--- config.mk ---
export PLATFORM = sky130hd
export DESIGN_NAME = instruction_fetch_unit_flat
export DESIGN_NICKNAME = d
export VERILOG_FILES = /design/src/rtl/instruction_fetch_unit_if.sv /design/src/rtl/instruction_fetch_unit.sv /design/src/flat_wrapper.sv
export SDC_FILE = /design/constraint.sdc
export NUM_CORES = 1
export LEC_CHECK = 0
export CELL_PAD_IN_SITES_DETAIL_PLACEMENT = 1
export CELL_PAD_IN_SITES_GLOBAL_PLACEMENT = 2
export CORE_UTILIZATION = 30
export DETAILED_ROUTE_END_ITERATION = 7
export HOLD_SLACK_MARGIN = 0.12
export PLACE_DENSITY_LB_ADDON = 0.1
export SYNTH_ARGS = -nofsm -noshare
export SYNTH_HDL_FRONTEND = slang
export SYNTH_SLANG_ARGS = --single-unit
--- constraint.sdc ---
create_clock -name clk -period 5.7 [get_ports clk]
set_input_delay 0.855 -clock clk [delete_from_list [all_inputs] [get_ports clk]]
set_output_delay 0.855 -clock clk [all_outputs]
set_load 0.005 [all_outputs]
--- src/rtl/instruction_fetch_unit_if.sv ---
// Fetch-unit bus bundle: instruction-memory request/response, redirect input,
// and the fetched-instruction channel toward decode. "master" is the fetch unit side.
interface instruction_fetch_unit_if;
   logic        imem_req_valid;
   logic [31:0] imem_req_addr;
   logic        imem_req_ready;
   logic        imem_rsp_valid;
   logic [31:0] imem_rsp_data;
   logic        redirect_valid;
   logic [31:0] redirect_pc;
   logic        inst_valid;
   logic        inst_ready;
   logic [31:0] inst_data;
   logic [31:0] inst_pc;
   logic [31:0] fetch_count;

   // Handshakes: a transfer happens on a rising edge where valid & ready are both high;
   // valid never waits on ready, and addr/data stay stable while valid & !ready.
   modport master (
      output imem_req_valid, imem_req_addr,
      input  imem_req_ready, imem_rsp_valid, imem_rsp_data,
      input  redirect_valid, redirect_pc,
      output inst_valid, inst_data, inst_pc, fetch_count,
      input  inst_ready
   );

   modport slave (
      input  imem_req_valid, imem_req_addr,
      output imem_req_ready, imem_rsp_valid, imem_rsp_data,
      output redirect_valid, redirect_pc,
      input  inst_valid, inst_data, inst_pc, fetch_count,
      output inst_ready
   );
endinterface

--- src/rtl/instruction_fetch_unit.sv ---
// Instruction fetch unit: PC, credit-limited imem requests, prefetch FIFO, redirect flush.
// Define IFU_PERF_COUNTER_EN to build the delivered-instruction counter behind fetch_count.
module instruction_fetch_unit #(
   parameter logic [31:0] RESET_PC   = 32'h0000_0000,
   parameter int          FIFO_DEPTH = 2
) (
   input  logic                      clk,
   input  logic                      rst_n,
   instruction_fetch_unit_if.master  bus,
   output logic [0:0]                dbg_state_o
);
   localparam int              CW      = $clog2(FIFO_DEPTH + 1);
   localparam int              PW      = (FIFO_DEPTH > 1) ? $clog2(FIFO_DEPTH) : 1;
   localparam logic [CW:0]     DEPTH_C = (CW + 1)'(FIFO_DEPTH);
   localparam logic [CW-1:0]   ONE_C   = CW'(1);
   localparam logic [PW-1:0]   PONE_C  = PW'(1);
   localparam logic [0:0]      ST_BOOT = 1'b0;
   localparam logic [0:0]      ST_RUN  = 1'b1;

   logic [0:0]    state_q, state_d;
   logic [31:0]   fetch_pc_q, fetch_pc_d;
   logic [31:0]   rsp_pc_q, rsp_pc_d;
   logic [CW-1:0] out_q, out_d;
   logic [CW-1:0] drop_q, drop_d;
   logic [CW-1:0] cnt_q, cnt_d;
   logic [PW-1:0] rd_q, rd_d, wr_q, wr_d;
   logic [31:0]   mem_data [FIFO_DEPTH];
   logic [31:0]   mem_pc   [FIFO_DEPTH];
   logic [CW:0]   credit;
   logic [31:0]   redir_tgt;
   logic          req_fire, rsp_fire, push, pop;

   // Outstanding requests reserve FIFO slots, so a push can never find the FIFO full.
   assign credit             = {1'b0, out_q} + {1'b0, cnt_q};
   assign bus.imem_req_valid = (state_q == ST_RUN) && (credit < DEPTH_C);
   assign bus.imem_req_addr  = fetch_pc_q;
   assign req_fire           = bus.imem_req_valid & bus.imem_req_ready;
   assign rsp_fire           = bus.imem_rsp_valid;
   assign redir_tgt          = bus.redirect_pc & 32'hFFFF_FFFC;
   assign push               = rsp_fire && (drop_q == '0) && !bus.redirect_valid;

   assign bus.inst_valid = (cnt_q != '0);
   assign pop            = bus.inst_valid & bus.inst_ready;
   assign bus.inst_data  = bus.inst_valid ? mem_data[rd_q] : 32'h0;
   assign bus.inst_pc    = bus.inst_valid ? mem_pc[rd_q]   : 32'h0;
   assign dbg_state_o    = state_q;

   always_comb begin
      state_d    = ST_RUN;
      fetch_pc_d = fetch_pc_q;
      rsp_pc_d   = rsp_pc_q;
      out_d      = out_q;
      drop_d     = drop_q;
      cnt_d      = cnt_q;
      rd_d       = rd_q;
      wr_d       = wr_q;
      if (req_fire)
         fetch_pc_d = fetch_pc_q + 32'd4;
      if (req_fire && !rsp_fire)
         out_d = out_q + ONE_C;
      else if (!req_fire && rsp_fire)
         out_d = out_q - ONE_C;
      // Everything still in flight after this cycle belongs to the old stream.
      if (bus.redirect_valid) begin
         fetch_pc_d = redir_tgt;
         rsp_pc_d   = redir_tgt;
         drop_d     = out_d;
         cnt_d      = '0;
         rd_d       = '0;
         wr_d       = '0;
      end else begin
         if (rsp_fire && (drop_q != '0))
            drop_d = drop_q - ONE_C;
         if (push) begin
            rsp_pc_d = rsp_pc_q + 32'd4;
            wr_d     = wr_q + PONE_C;
         end
         if (pop)
            rd_d = rd_q + PONE_C;
         case ({push, pop})
            2'b10:   cnt_d = cnt_q + ONE_C;
            2'b01:   cnt_d = cnt_q - ONE_C;
            default: cnt_d = cnt_q;
         endcase
      end
   end

   always_ff @(posedge clk or negedge rst_n) begin
      if (!rst_n) begin
         state_q    <= ST_BOOT;
         fetch_pc_q <= RESET_PC;
         rsp_pc_q   <= RESET_PC;
         out_q      <= '0;
         drop_q     <= '0;
         cnt_q      <= '0;
         rd_q       <= '0;
         wr_q       <= '0;
      end else begin
         state_q    <= state_d;
         fetch_pc_q <= fetch_pc_d;
         rsp_pc_q   <= rsp_pc_d;
         out_q      <= out_d;
         drop_q     <= drop_d;
         cnt_q      <= cnt_d;
         rd_q       <= rd_d;
         wr_q       <= wr_d;
      end
   end

   // Storage needs no reset: the head is masked whenever the FIFO is empty.
   always_ff @(posedge clk) begin
      if (push) begin
         mem_data[wr_q] <= bus.imem_rsp_data;
         mem_pc[wr_q]   <= rsp_pc_q;
      end
   end

`ifdef IFU_PERF_COUNTER_EN
   logic [31:0] fetch_count_q;

   always_ff @(posedge clk or negedge rst_n) begin
      if (!rst_n)
         fetch_count_q <= 32'h0;
      else if (pop)
         fetch_count_q <= fetch_count_q + 32'd1;
   end

   assign bus.fetch_count = fetch_count_q;
`else
   assign bus.fetch_count = 32'h0;
`endif

endmodule

--- src/flat_wrapper.sv ---
// flat-port wrapper written by rule: the top's interface ports become plain ports
module instruction_fetch_unit_flat 
#(
   parameter logic [31:0] RESET_PC   = 32'h0000_0000,
   parameter int          FIFO_DEPTH = 2
)
  (clk, rst_n, dbg_state_o, bus_imem_req_valid, bus_imem_req_addr, bus_imem_req_ready, bus_imem_rsp_valid, bus_imem_rsp_data, bus_redirect_valid, bus_redirect_pc, bus_inst_valid, bus_inst_data, bus_inst_pc, bus_fetch_count, bus_inst_ready);
  instruction_fetch_unit_if bus_i ();
  input  logic clk;
  input  logic rst_n;
  output logic [0:0] dbg_state_o;
  output wire logic [$bits(bus_i.imem_req_valid)-1:0] bus_imem_req_valid;
  output wire logic [$bits(bus_i.imem_req_addr)-1:0] bus_imem_req_addr;
  input wire logic [$bits(bus_i.imem_req_ready)-1:0] bus_imem_req_ready;
  input wire logic [$bits(bus_i.imem_rsp_valid)-1:0] bus_imem_rsp_valid;
  input wire logic [$bits(bus_i.imem_rsp_data)-1:0] bus_imem_rsp_data;
  input wire logic [$bits(bus_i.redirect_valid)-1:0] bus_redirect_valid;
  input wire logic [$bits(bus_i.redirect_pc)-1:0] bus_redirect_pc;
  output wire logic [$bits(bus_i.inst_valid)-1:0] bus_inst_valid;
  output wire logic [$bits(bus_i.inst_data)-1:0] bus_inst_data;
  output wire logic [$bits(bus_i.inst_pc)-1:0] bus_inst_pc;
  output wire logic [$bits(bus_i.fetch_count)-1:0] bus_fetch_count;
  input wire logic [$bits(bus_i.inst_ready)-1:0] bus_inst_ready;
  assign bus_imem_req_valid = bus_i.imem_req_valid;
  assign bus_imem_req_addr = bus_i.imem_req_addr;
  assign bus_i.imem_req_ready = bus_imem_req_ready;
  assign bus_i.imem_rsp_valid = bus_imem_rsp_valid;
  assign bus_i.imem_rsp_data = bus_imem_rsp_data;
  assign bus_i.redirect_valid = bus_redirect_valid;
  assign bus_i.redirect_pc = bus_redirect_pc;
  assign bus_inst_valid = bus_i.inst_valid;
  assign bus_inst_data = bus_i.inst_data;
  assign bus_inst_pc = bus_i.inst_pc;
  assign bus_fetch_count = bus_i.fetch_count;
  assign bus_i.inst_ready = bus_inst_ready;
  instruction_fetch_unit #(.RESET_PC(RESET_PC), .FIFO_DEPTH(FIFO_DEPTH)) u_core (.clk(clk), .rst_n(rst_n), .bus(bus_i), .dbg_state_o(dbg_state_o));
endmodule
==> results.md <==
* Post-synth design cell area at 8930 um^2
* Count of unique library cells instantiated by Yosys at 47
* Clock latency on the worst-skew pair at 0.44 ns
* Area of the die at 30500 um^2
* Number of antenna violations at the first check in global routing at 0
* Commonest non-fill, non-tap cell in the layout: clkdlybuf4s50_1
* Final Routed Wirelength at 23.7 mm
* Number of buffers inserted to repair setup after CTS at 0
* Detailed-route vias per instance at 4.89
* Slew Limit Fails at 0
* Startpoint of the lowest-slack hold path: u_core.rsp_pc_q[6]
* Startpoint Class: flip-flop
* Max rail drop VDD at 192 uV
* Port-buffer cells at 162
* Final cell utilization of the core at 0.394
* Endpoint class of the critical path: output port
* Pin count of the biggest net entering global routing at 70
* Core outline area at 29000 um^2
* Post-synthesis average cell area at 12.1 um^2
* Flop and latch count out of synthesis at 193
* Static leakage at 3.89 nW
* Total Routing Usage GR at 0.158
* Startpoint of the worst-slack reg-to-reg timing path: u_core.cnt_q[0]
* Clk_skew at 0.0249 ns
* TritonCTS clock tree: built
* Worst Hold Class: reg -> reg
* Number of hold buffers added after cts at 0
* Initial core utilization at 0.308
* Number of enable-type register cells in the synthesized netlist at 124
* Proportion of layout cells with a drive suffix above 1 at 0.0676
* Min Clock Period, post-route at 3.47 ns
* Fraction of synthesis flops using an asynchronous set or reset pin at 0.358
* Global placement routability congestion at 0.763
* Total Neg Setup Slack at 0 ns
* Critical path class: reg -> out
* Ant. Diodes at 0
* Top flip-flop cell by instance count after synthesis: edfxtp_1
* I/O pin count at 201
* Logic pwr share at 0.230
* Fraction of power consumed by sequential logic at 0.462
* Peak clock frequency supported by timing at 288 MHz
* Switching power at 1.17 mW
* Number of global-route vias before repair at 6504
* Post-route worst setup slack at 2.23 ns
* Max Root-Sink Buffers at 2
* Setup repair after global routing missed its margin: false
* Number of setup violations in the final report at 0
* Number of CTS-inserted buffers at 17
* Root cell of the clock tree: clkbuf_16
* First-pass GRT wire length at 37.1 mm
* Die span in y at 175 um
* Measured slew at the worst slew-check pin at 1.15 ns
* Fraction of power spent switching nets at 0.298
* Status: finished, final reports clean
* Share of the cycle needed by the critical path after routing at 0.608
* Nets@finish at 963
* Clock-pin slew on the worst setup and hold paths at 0.07 ns
* Gate count after technology mapping at 739
* Gates resized, CTS repair at 0
* Dpl ws at 2.25 ns
* Clock power frac at 0.308
* Total via count in the routed design at 6290
* Maximum fanout count along the critical path at 38
* First drt pass iteration count at 6
* Post-detail-place hpwl at 16.0 mm
* Yosys synthesis warning count at 0
* CP arrival at 2.61 ns
* Worst relative slew slack at 0.235
* Detail-routed net length per standard cell at 18.5 um
* Antenna-violating nets left at 0
* Post-route DRC violation count at 0
* Clock sink count at 193
* Die X at 175 um
* 1st-iter DRT viols at 218
* Synthesis-to-finish area growth at 27.9%
* Number of levels in the clock H-tree at 4
* Number of failing hold endpoints at the final stage at 0
* Num rows at 62
* Power per unit of standard cell area at 345 nW/um^2
* Total congestion overflow after global routing at 0
* Most frequent cells in the layout: clkdlybuf4s50_1, edfxtp_1, nor2_1
* CP required at 4.85 ns
* Launch point of the critical path: u_core.cnt_q[1]
* Sequential fraction of the synthesis area at 0.610
* Flop2flop setup slack at 2.41 ns
* Max-cap violations at 0
* Cell-internal power at 2.76 mW
==> layer usage <==
layer  global-route usage  vias to the layer above  share of wire
met1                0.224                     3127           0.49
met5                    0                        -              0
li1                     -                     2977              -
met3               0.0304                       17          0.038
met4               0.0464                        0          0.017
met2                0.244                      169           0.45
==> area by class of cell <==
class / count / area (um^2)
flip-flops and latches: 193 / 5450
repair buffers: 169 / 1670
clock buffers: 17 / 425
clock inverters: 15 / 168
inverters: 16 / 60.1
well taps: 384 / 480
fillers: 3117 / 17600
multi-input cells: 492 / 3160
==> critical path, cell delays in order (launching register included) <==
cell and delay (ns):
dfrtp_1 0.48, nor2_4 0.57, buf_4 0.51, nor2_1 0.14, clkdlybuf4s50_1 0.48
==> cell usage after synthesis, types with 7 or more instances <==
library cell	number	area share
a31oi_1	26	0.018
buf_4	37	0.031
mux2_2	15	0.019
nor4_1	13	0.0091
o21ai_0	12	0.0067
and4_1	8	0.0078
nand4_1	14	0.0098
nand3_1	24	0.013
mux2i_1	65	0.073
a21oi_1	7	0.0039
xnor2_1	21	0.021
nor2_1	101	0.042
or4_1	27	0.023
nand2_1	29	0.012
or3_1	8	0.0056
edfxtp_1	124	0.42
nor3_1	17	0.0095
clkbuf_1	27	0.011
inv_1	15	0.0063
o31ai_1	18	0.015
dfrtp_1	69	0.19
==> power by group through the flow <==
stage,logic [mW],registers (mW),clock network [mW]
after floorplan,0.516,1.76,0
after global placement,0.899,1.84,0
after detailed placement,0.919,1.85,0
after CTS,0.925,1.82,1.26
after global routing,1.00,1.84,1.30
final,0.906,1.82,1.21
==> logic make-up (layout without fill, tap and decap cells) <==
group | Yosys count | count (layout) | share of synthesized area
simple gates | 261 | 261 | 0.149
fa+ha+maj | 4 | 4 | 0.00645
compound gates | 83 | 83 | 0.0618
xor+xnor | 27 | 27 | 0.0265
buf+inv | 89 | 217 | 0.0537
mux | 80 | 80 | 0.0918
other cells | 2 | 37 | 0.000841
flops | 193 | 193 | 0.610
==> worst paths after layout <==
path	depth (start not counted)	to
max in group asynchronous	2	u_core.rd_q
min reg2reg	0	u_core.mem_pc[0][6]
max	4	bus_inst_pc[23]
max reg2reg	6	u_core.bus.imem_req_addr[19]
min in group asynchronous	2	u_core.rsp_pc_q[2]
min	0	u_core.mem_pc[0][6]
==> stage by stage <==
stage                     instance area [um^2]  hold slack (ns)  cells  power (mW)
after floorplan                           9070            0.465    774        2.28
after global placement                   10800            0.523   1254        2.74
after detailed placement                 10800            0.532   1254        2.77
after CTS                                11400            0.548   1286        4.00
after global routing                     11400            0.565   1286        4.15
final                                    11400            0.545   1286        3.93
==> registers in the layout, summed over array words and instances (netlist names), 2 cells and up <==
name	flops
u_core.mem_pc	60
u_core.mem_data	64
u_core.out_q	2
u_core.rsp_pc_q	30
u_core.bus.imem_req_addr	30
u_core.cnt_q	2
u_core.drop_q	2
No activity file was read; power rests on OpenSTA's default activity.
